[config.mk]
export PLATFORM = sky130hd
export DESIGN_NAME = issue_ctrl
export DESIGN_NICKNAME = d
export VERILOG_FILES = /design/src/rtl/issue_ctrl_pkg.sv /design/src/rtl/issue_scbd.sv /design/src/rtl/issue_ctrl.sv
export SDC_FILE = /design/constraint.sdc
export NUM_CORES = 1
export LEC_CHECK = 0
export CORE_MARGIN = 2
export CORE_UTILIZATION = 40
export CTS_CLUSTER_DIAMETER = 40
export DETAILED_ROUTE_END_ITERATION = 6
export GPL_TIMING_DRIVEN = 0
export PLACE_DENSITY_LB_ADDON = 0.08
export SETUP_SLACK_MARGIN = 0.2
export SLEW_MARGIN = 25
export SYNTH_ARGS = -nofsm -noshare
export SYNTH_HDL_FRONTEND = slang
export SYNTH_HIERARCHICAL = 1
export SYNTH_SLANG_ARGS = --single-unit
[constraint.sdc]
create_clock -name i_clk -period 4 [get_ports i_clk]
set_input_delay 0.8 -clock i_clk [delete_from_list [all_inputs] [get_ports i_clk]]
set_output_delay 0.8 -clock i_clk [all_outputs]
set_load 0.02 [all_outputs]
[src/rtl/issue_ctrl_pkg.sv]
// Shared decoder constants for the issue stage:
// unit select encoding, op-bus bit selections and slot states.
package issue_ctrl_pkg;

    localparam int DEC_OPB_SIZE = 16;
    localparam int DEC_USELE    = 3;

    localparam int USE_ALU = 0;
    localparam int USE_BJU = 1;
    localparam int USE_AGU = 2;

    localparam int BJU_JAL  = 0;
    localparam int BJU_JALR = 1;
    localparam int BJU_BEQ  = 2;

    // LB, LH, LW, LBU, LHU occupy the low five AGU op bits
    localparam logic [DEC_OPB_SIZE-1:0] LSU_LOAD_MASK = 16'h001F;
    localparam logic [DEC_OPB_SIZE-1:0] LSU_LW        = 16'h0004;

    typedef enum logic [1:0] {
        ST_EMPTY = 2'd0,
        ST_FULL  = 2'd1,
        ST_TRAP  = 2'd2
    } issue_st_e;

    // Does the held instruction write a destination register?
    function automatic logic rd_wen(
        input logic [DEC_USELE-1:0]    usele,
        input logic [DEC_OPB_SIZE-1:0] opb
    );
        return usele[USE_ALU]
            | (usele[USE_BJU] & (opb[BJU_JAL] | opb[BJU_JALR]))
            | (usele[USE_AGU] & (|(opb & LSU_LOAD_MASK)));
    endfunction

endpackage

[src/rtl/issue_scbd.sv]
// Register busy scoreboard for x1..x31 with writeback bypass
// on the read ports; a same-index set beats a clear.
module issue_scbd
    import issue_ctrl_pkg::*;
(
    input  logic       i_clk,
    input  logic       i_rst_n,
    input  logic       i_set_val,
    input  logic [4:0] i_set_idx,
    input  logic       i_clr_val,
    input  logic [4:0] i_clr_idx,
    input  logic [4:0] i_rd0_idx,
    input  logic [4:0] i_rd1_idx,
    input  logic [4:0] i_rd2_idx,
    output logic       o_rd0_busy,
    output logic       o_rd1_busy,
    output logic       o_rd2_busy
);

    logic [31:1] busy_q;
    logic [31:1] busy_d;
    logic [31:0] busy_v;

    // Read view: x0 hard zero, writeback clear seen same cycle
    always_comb begin
        busy_v = {busy_q, 1'b0};
        if (i_clr_val) busy_v[i_clr_idx] = 1'b0;
        busy_v[0] = 1'b0;
        o_rd0_busy = busy_v[i_rd0_idx];
        o_rd1_busy = busy_v[i_rd1_idx];
        o_rd2_busy = busy_v[i_rd2_idx];
    end

    // Next busy vector: clear first, set overrides
    always_comb begin
        busy_d = busy_q;
        for (int k = 1; k < 32; k++) begin
            if (i_set_val && i_set_idx == 5'(k))
                busy_d[k] = 1'b1;
            else if (i_clr_val && i_clr_idx == 5'(k))
                busy_d[k] = 1'b0;
        end
    end

    // Busy register
    always_ff @(posedge i_clk or negedge i_rst_n) begin
        if (!i_rst_n) busy_q <= '0;
        else          busy_q <= busy_d;
    end

endmodule

[src/rtl/issue_ctrl.sv]
// Single-entry issue slot: holds one decoded instruction, checks
// register hazards and hands it to the ALU, BJU or AGU.
module issue_ctrl
    import issue_ctrl_pkg::*;
#(
    parameter int OPBW = DEC_OPB_SIZE
) (
    input  logic                 i_clk,
    input  logic                 i_rst_n,
    input  logic                 i_dec_val,
    output logic                 o_dec_rdy,
    input  logic [DEC_USELE-1:0] i_usele,
    input  logic [OPBW-1:0]      i_opb,
    input  logic                 i_rs1_ren,
    input  logic                 i_rs2_ren,
    input  logic [4:0]           i_rs1_idx,
    input  logic [4:0]           i_rs2_idx,
    input  logic [4:0]           i_rd_idx,
    input  logic [31:0]          i_im,
    input  logic [31:0]          i_pc,
    input  logic                 i_ilgl,
    input  logic                 i_flush,
    output logic                 o_alu_val,
    input  logic                 i_alu_rdy,
    output logic                 o_bju_val,
    input  logic                 i_bju_rdy,
    output logic                 o_agu_val,
    input  logic                 i_agu_rdy,
    output logic [OPBW-1:0]      o_opb,
    output logic [4:0]           o_rs1_idx,
    output logic [4:0]           o_rs2_idx,
    output logic [4:0]           o_rd_idx,
    output logic [31:0]          o_im,
    output logic [31:0]          o_pc,
    input  logic                 i_wb_val,
    input  logic [4:0]           i_wb_idx,
    output logic                 o_trap_val,
    output logic [31:0]          o_trap_pc,
    input  logic                 i_trap_ack,
    output logic [15:0]          o_stall_cnt
);

    issue_st_e st_q, st_d;

    logic [DEC_USELE-1:0] usele_q;
    logic                 rs1_ren_q, rs2_ren_q;
    logic                 rs1_busy, rs2_busy, rd_busy;
    logic                 wen, hazard, fire, accept;
    logic [2:0]           issue;

    assign wen = rd_wen(usele_q, DEC_OPB_SIZE'(o_opb));
    assign hazard = (rs1_ren_q & rs1_busy)
                  | (rs2_ren_q & rs2_busy)
                  | (wen & rd_busy);

    issue_scbd u_scbd (
        .i_clk      (i_clk),
        .i_rst_n    (i_rst_n),
        .i_set_val  (fire & wen),
        .i_set_idx  (o_rd_idx),
        .i_clr_val  (i_wb_val),
        .i_clr_idx  (i_wb_idx),
        .i_rd0_idx  (o_rs1_idx),
        .i_rd1_idx  (o_rs2_idx),
        .i_rd2_idx  (o_rd_idx),
        .o_rd0_busy (rs1_busy),
        .o_rd1_busy (rs2_busy),
        .o_rd2_busy (rd_busy)
    );

    // Slot state register
    always_ff @(posedge i_clk or negedge i_rst_n) begin
        if (!i_rst_n) st_q <= ST_EMPTY;
        else          st_q <= st_d;
    end

    // Next state, issue handshake and decoder ready
    always_comb begin
        st_d       = st_q;
        issue      = 3'b000;
        fire       = 1'b0;
        o_dec_rdy  = 1'b0;
        accept     = 1'b0;
        o_trap_val = 1'b0;
        unique case (st_q)
            ST_EMPTY, ST_FULL: begin
                if (st_q == ST_FULL && !i_flush && !hazard)
                    issue = usele_q;
                fire = |(issue & {i_agu_rdy, i_bju_rdy, i_alu_rdy});
                o_dec_rdy = !i_flush && (st_q == ST_EMPTY || fire);
                accept = i_dec_val & o_dec_rdy;
                if (i_flush)
                    st_d = ST_EMPTY;
                else if (accept)
                    st_d = i_ilgl ? ST_TRAP
                         : (i_usele == '0) ? ST_EMPTY : ST_FULL;
                else if (fire)
                    st_d = ST_EMPTY;
            end
            ST_TRAP: begin
                o_trap_val = 1'b1;
                if (i_trap_ack) st_d = ST_EMPTY;
            end
            default: st_d = ST_EMPTY;
        endcase
        o_alu_val = issue[USE_ALU];
        o_bju_val = issue[USE_BJU];
        o_agu_val = issue[USE_AGU];
    end

    // Payload capture on a legal, unit-bound accept
    always_ff @(posedge i_clk or negedge i_rst_n) begin
        if (!i_rst_n) begin
            usele_q   <= '0;
            rs1_ren_q <= 1'b0;
            rs2_ren_q <= 1'b0;
            o_opb     <= '0;
            o_rs1_idx <= '0;
            o_rs2_idx <= '0;
            o_rd_idx  <= '0;
            o_im      <= '0;
            o_pc      <= '0;
        end else if (accept && !i_ilgl && i_usele != '0) begin
            usele_q   <= i_usele;
            rs1_ren_q <= i_rs1_ren;
            rs2_ren_q <= i_rs2_ren;
            o_opb     <= i_opb;
            o_rs1_idx <= i_rs1_idx;
            o_rs2_idx <= i_rs2_idx;
            o_rd_idx  <= i_rd_idx;
            o_im      <= i_im;
            o_pc      <= i_pc;
        end
    end

    // Trap pc capture on an illegal accept
    always_ff @(posedge i_clk or negedge i_rst_n) begin
        if (!i_rst_n)                o_trap_pc <= '0;
        else if (accept && i_ilgl)   o_trap_pc <= i_pc;
    end

    // Saturating count of hazard-stalled cycles
    always_ff @(posedge i_clk or negedge i_rst_n) begin
        if (!i_rst_n)
            o_stall_cnt <= '0;
        else if (st_q == ST_FULL && hazard && o_stall_cnt != 16'hFFFF)
            o_stall_cnt <= o_stall_cnt + 16'd1;
    end

endmodule

==> results.py <==
metrics = {
    "run_status": {
        "status": "finished with violations",
        "failed_checks": "setup timing",
    },
    "cells_and_area": {
        "multiInputGateArea_sq_mm": 0.00469,
        "num_antenna_cells": 0,
        "drive_gt1_share_pct": 29.6,
        "final_nets": 1152,
        "fill_cells": 1887,
        "synthToLayoutAreaGrowth_pct": 45.5,
        "seqCellArea_sq_mm": 0.00453,
        "fin_util_pct": 59.4,
    },
    "sta": {
        "maxSlewHeadroom_pct": 28.2,
        "setup_viol": 4,
        "period_share_pct": 103,
        "worst_slew_pin_slew_ns": 1.08,
        "rsz0062_at_grt": "yes",
        "drv_slew": 0,
        "finalWorstSetupSlack_ns": -0.107,
        "skew_ns": 0.0192,
        "min_period_ns": 4.11,
        "hold_violations": 0,
        "fmax_mhz": 244,
    },
    "global_routing": {
        "grt_max_degree": 83,
        "antenna_found_initial": 2,
        "grt_pass1_wl_mm": 42.0,
        "grt_pass1_vias": 7419,
        "grt_overflow": 0,
        "gr-usage-all-layers_pct": 22.5,
    },
    "yosys": {
        "avgSynthCellArea_sq_um": 12.8,
        "yosys_warnings": 6,
        "seq_area_frac_synth_pct": 48.8,
        "synth_edf_count": 0,
        "yosys-top-cells-count": "dfrtp_1, mux2_4, o21ai_0",
        "synth.area.top_cells": "dfrtp_1, mux2_4, mux2_2",
        "synth_top_area_cell": "dfrtp_1",
        "ys_ff_latch": 181,
        "syn_inst": 722,
        "syn_nets": 838,
        "synth_top_flop_cell": "dfrtp_1",
        "syn_area_sq_mm": 0.00928,
        "yosysMostFrequentCell": "dfrtp_1",
        "synth_top_area_share_pct": 48.8,
        "ys_types": 73,
        "async_reset_ff_share_pct": 100,
    },
    "critical_path": {
        "crit_type": "input pin to primary output",
        "critPathArrivalTime_ns": 3.31,
        "worstPathRequired_ns": 3.20,
        "crit_fanout": 10,
        "start_kind": "input pin",
        "endpoint_kind": "primary output",
    },
    "detailed_routing": {
        "drtIter0Drc": 461,
        "drt-total-wl_mm": 27.6,
        "dr_total_vias": 7159,
        "ant_nets": 0,
        "vias_per_cell": 5.37,
        "wire_per_inst_microns": 20.7,
        "firstDrtPassIters": 5,
        "drc_errors": 0,
    },
    "placed_design": {
        "numPortBuffers": 261,
        "hpwlAfterDp_mm": 20.1,
        "routabilityCongestion": 0.882,
    },
    "power": {
        "power_mw": 9.84,
        "irDropWorstVdd_v": 0.000430,
        "p_leak_nw": 5.91,
        "powerDensity_mw_per_mm2": 729,
    },
    "floorplan": {
        "die_x_microns": 156,
        "num_rows": 55,
        "core_sq_mm": 0.0227,
        "boundaryPins": 263,
        "start_util_pct": 40.9,
        "die_area_sq_mm": 0.0244,
        "die_h_microns": 156,
    },
    "clock_tree": {
        "cts_tree": "yes",
        "worstSkewPairLatency_ns": 0.43,
        "holdBufCountCts": 0,
        "clockBufferDepth": 2,
        "cts_root_buf": "clkbuf_16",
        "clock-sinks": 181,
        "htreeDepth": 4,
        "cts_buffers": 17,
        "clk_pin_slew_ns": 0.08,
    },
    "min_path": {
        "hp-class": "input pin to async pin",
    },
    "run": {
        "max_cap_viol_count": 0,
    },
}
## worst paths after layout
check,start,end,slack (ns),cells past startpoint
max,i_wb_idx[0],o_dec_rdy,-0.11,14
min,i_rst_n,o_im[7],0.25,1
max reg2reg,o_rs2_idx[0],o_pc[17],0.33,17
min reg2reg,o_stall_cnt[6],o_stall_cnt[6],0.50,1
max in group asynchronous,i_rst_n,o_rd_idx[0],2.97,2
min in group i_clk,o_stall_cnt[6],o_stall_cnt[6],0.50,1
## layer usage
metal  vias up  share of wire [%]  GRT usage [%]
li1       3300                  -              -
met1      3548                 41           28.2
met2       268                 49           37.1
met3        39                7.3           6.92
met4         4                2.4           7.51
met5         -              0.094              0
## cells in the final DEF, fill, tap and decap left out, drive strengths merged, types with 5 or more instances in the layout
master	synthesis	layout
clkdlybuf4s50	0	251
dfrtp	181	181
mux2	144	144
buf	30	72
o21ai	69	69
nor2	31	31
nand2	31	31
clkbuf	8	30
mux2i	28	28
nor3	23	23
nand2b	16	16
nand3	15	15
xor2	15	15
nor4	9	9
inv	4	9
a21oi	7	7
nand4b	7	7
nor3b	6	6
nor2b	6	6
or2	6	6
a211oi	6	6
o211ai	5	5
clkinv	0	5
## flip-flops by register name (all words and copies together) (netlist names), 2 cells and up
name	flops
o_pc	32
o_opb	16
o_rd_idx	5
usele_q	3
o_rs2_idx	5
u_scbd/busy_q	31
o_im	32
o_trap_pc	32
o_stall_cnt	16
o_rs1_idx	5
st_q	2
## worst max-delay path, stage by stage
cell	delay (ns)
buf_6	0.14
buf_4	0.22
nand2_4	0.15
o21ai_4	0.26
mux2i_1	0.11
o21ai_0	0.18
nor3_1	0.09
o32a_1	0.36
a22oi_2	0.19
o21a_1	0.21
and2_4	0.18
nand2b_4	0.05
a211oi_2	0.17
buf_4	0.17
## kinds of logic (layout without fill, tap and decap cells)
kind of cell | after synthesis | in the layout | share of synthesized area [%]
buf+inv | 42 | 369 | 3.99
flops | 181 | 181 | 48.8
compound gates | 131 | 131 | 9.26
xor+xnor | 18 | 18 | 1.86
fa+ha+maj | 1 | 1 | 0.135
mux | 172 | 172 | 25.2
simple gates | 177 | 177 | 10.8
## through the flow
stage          instance area [sq um]  std cells  worst slack, ns  TNS [ns]  hold WS, ns
3_5_place_dp                   12300       1270            -1.54   -139.15        0.491
3_3_place_gp                   12300       1268            -5.54  -1149.97        0.488
6_report                       13500       1334           -0.107    -0.395        0.253
2_1_floorplan                   9290        722            0.146         0        0.482
4_1_cts                        13200       1321           -0.219    -0.822        0.252
5_1_grt                        13500       1334           -0.209    -0.820        0.265
## report_power, final
group	internal, mW	leakage, nW	switching (mW)
registers	2.55	2.23	0.635
clock network	0.854	0.274	0.780
logic	2.75	3.40	2.27
## what timing repair did
| action | in CTS | in global routing |
|---|---|---|
| gates resized for setup | 98 | 47 |
| pin swaps | 17 | 20 |
| buffers inserted | 19 | 13 |
| endpoints found under the setup margin | 184 | 124 |
## cell type report
class                           instances  share of cell area [%]
Buffer                                 38                    3.10
Clock buffer                           20                    3.38
Clock inverter                         12                   0.853
Inverter                                4                   0.111
Multi-Input combinational cell        499                    34.7
Sequential cell                       181                    33.6
Tap cell                              285                    2.64
Timing Repair Buffer                  295                    21.6
Power figures use the tool's default switching activity.
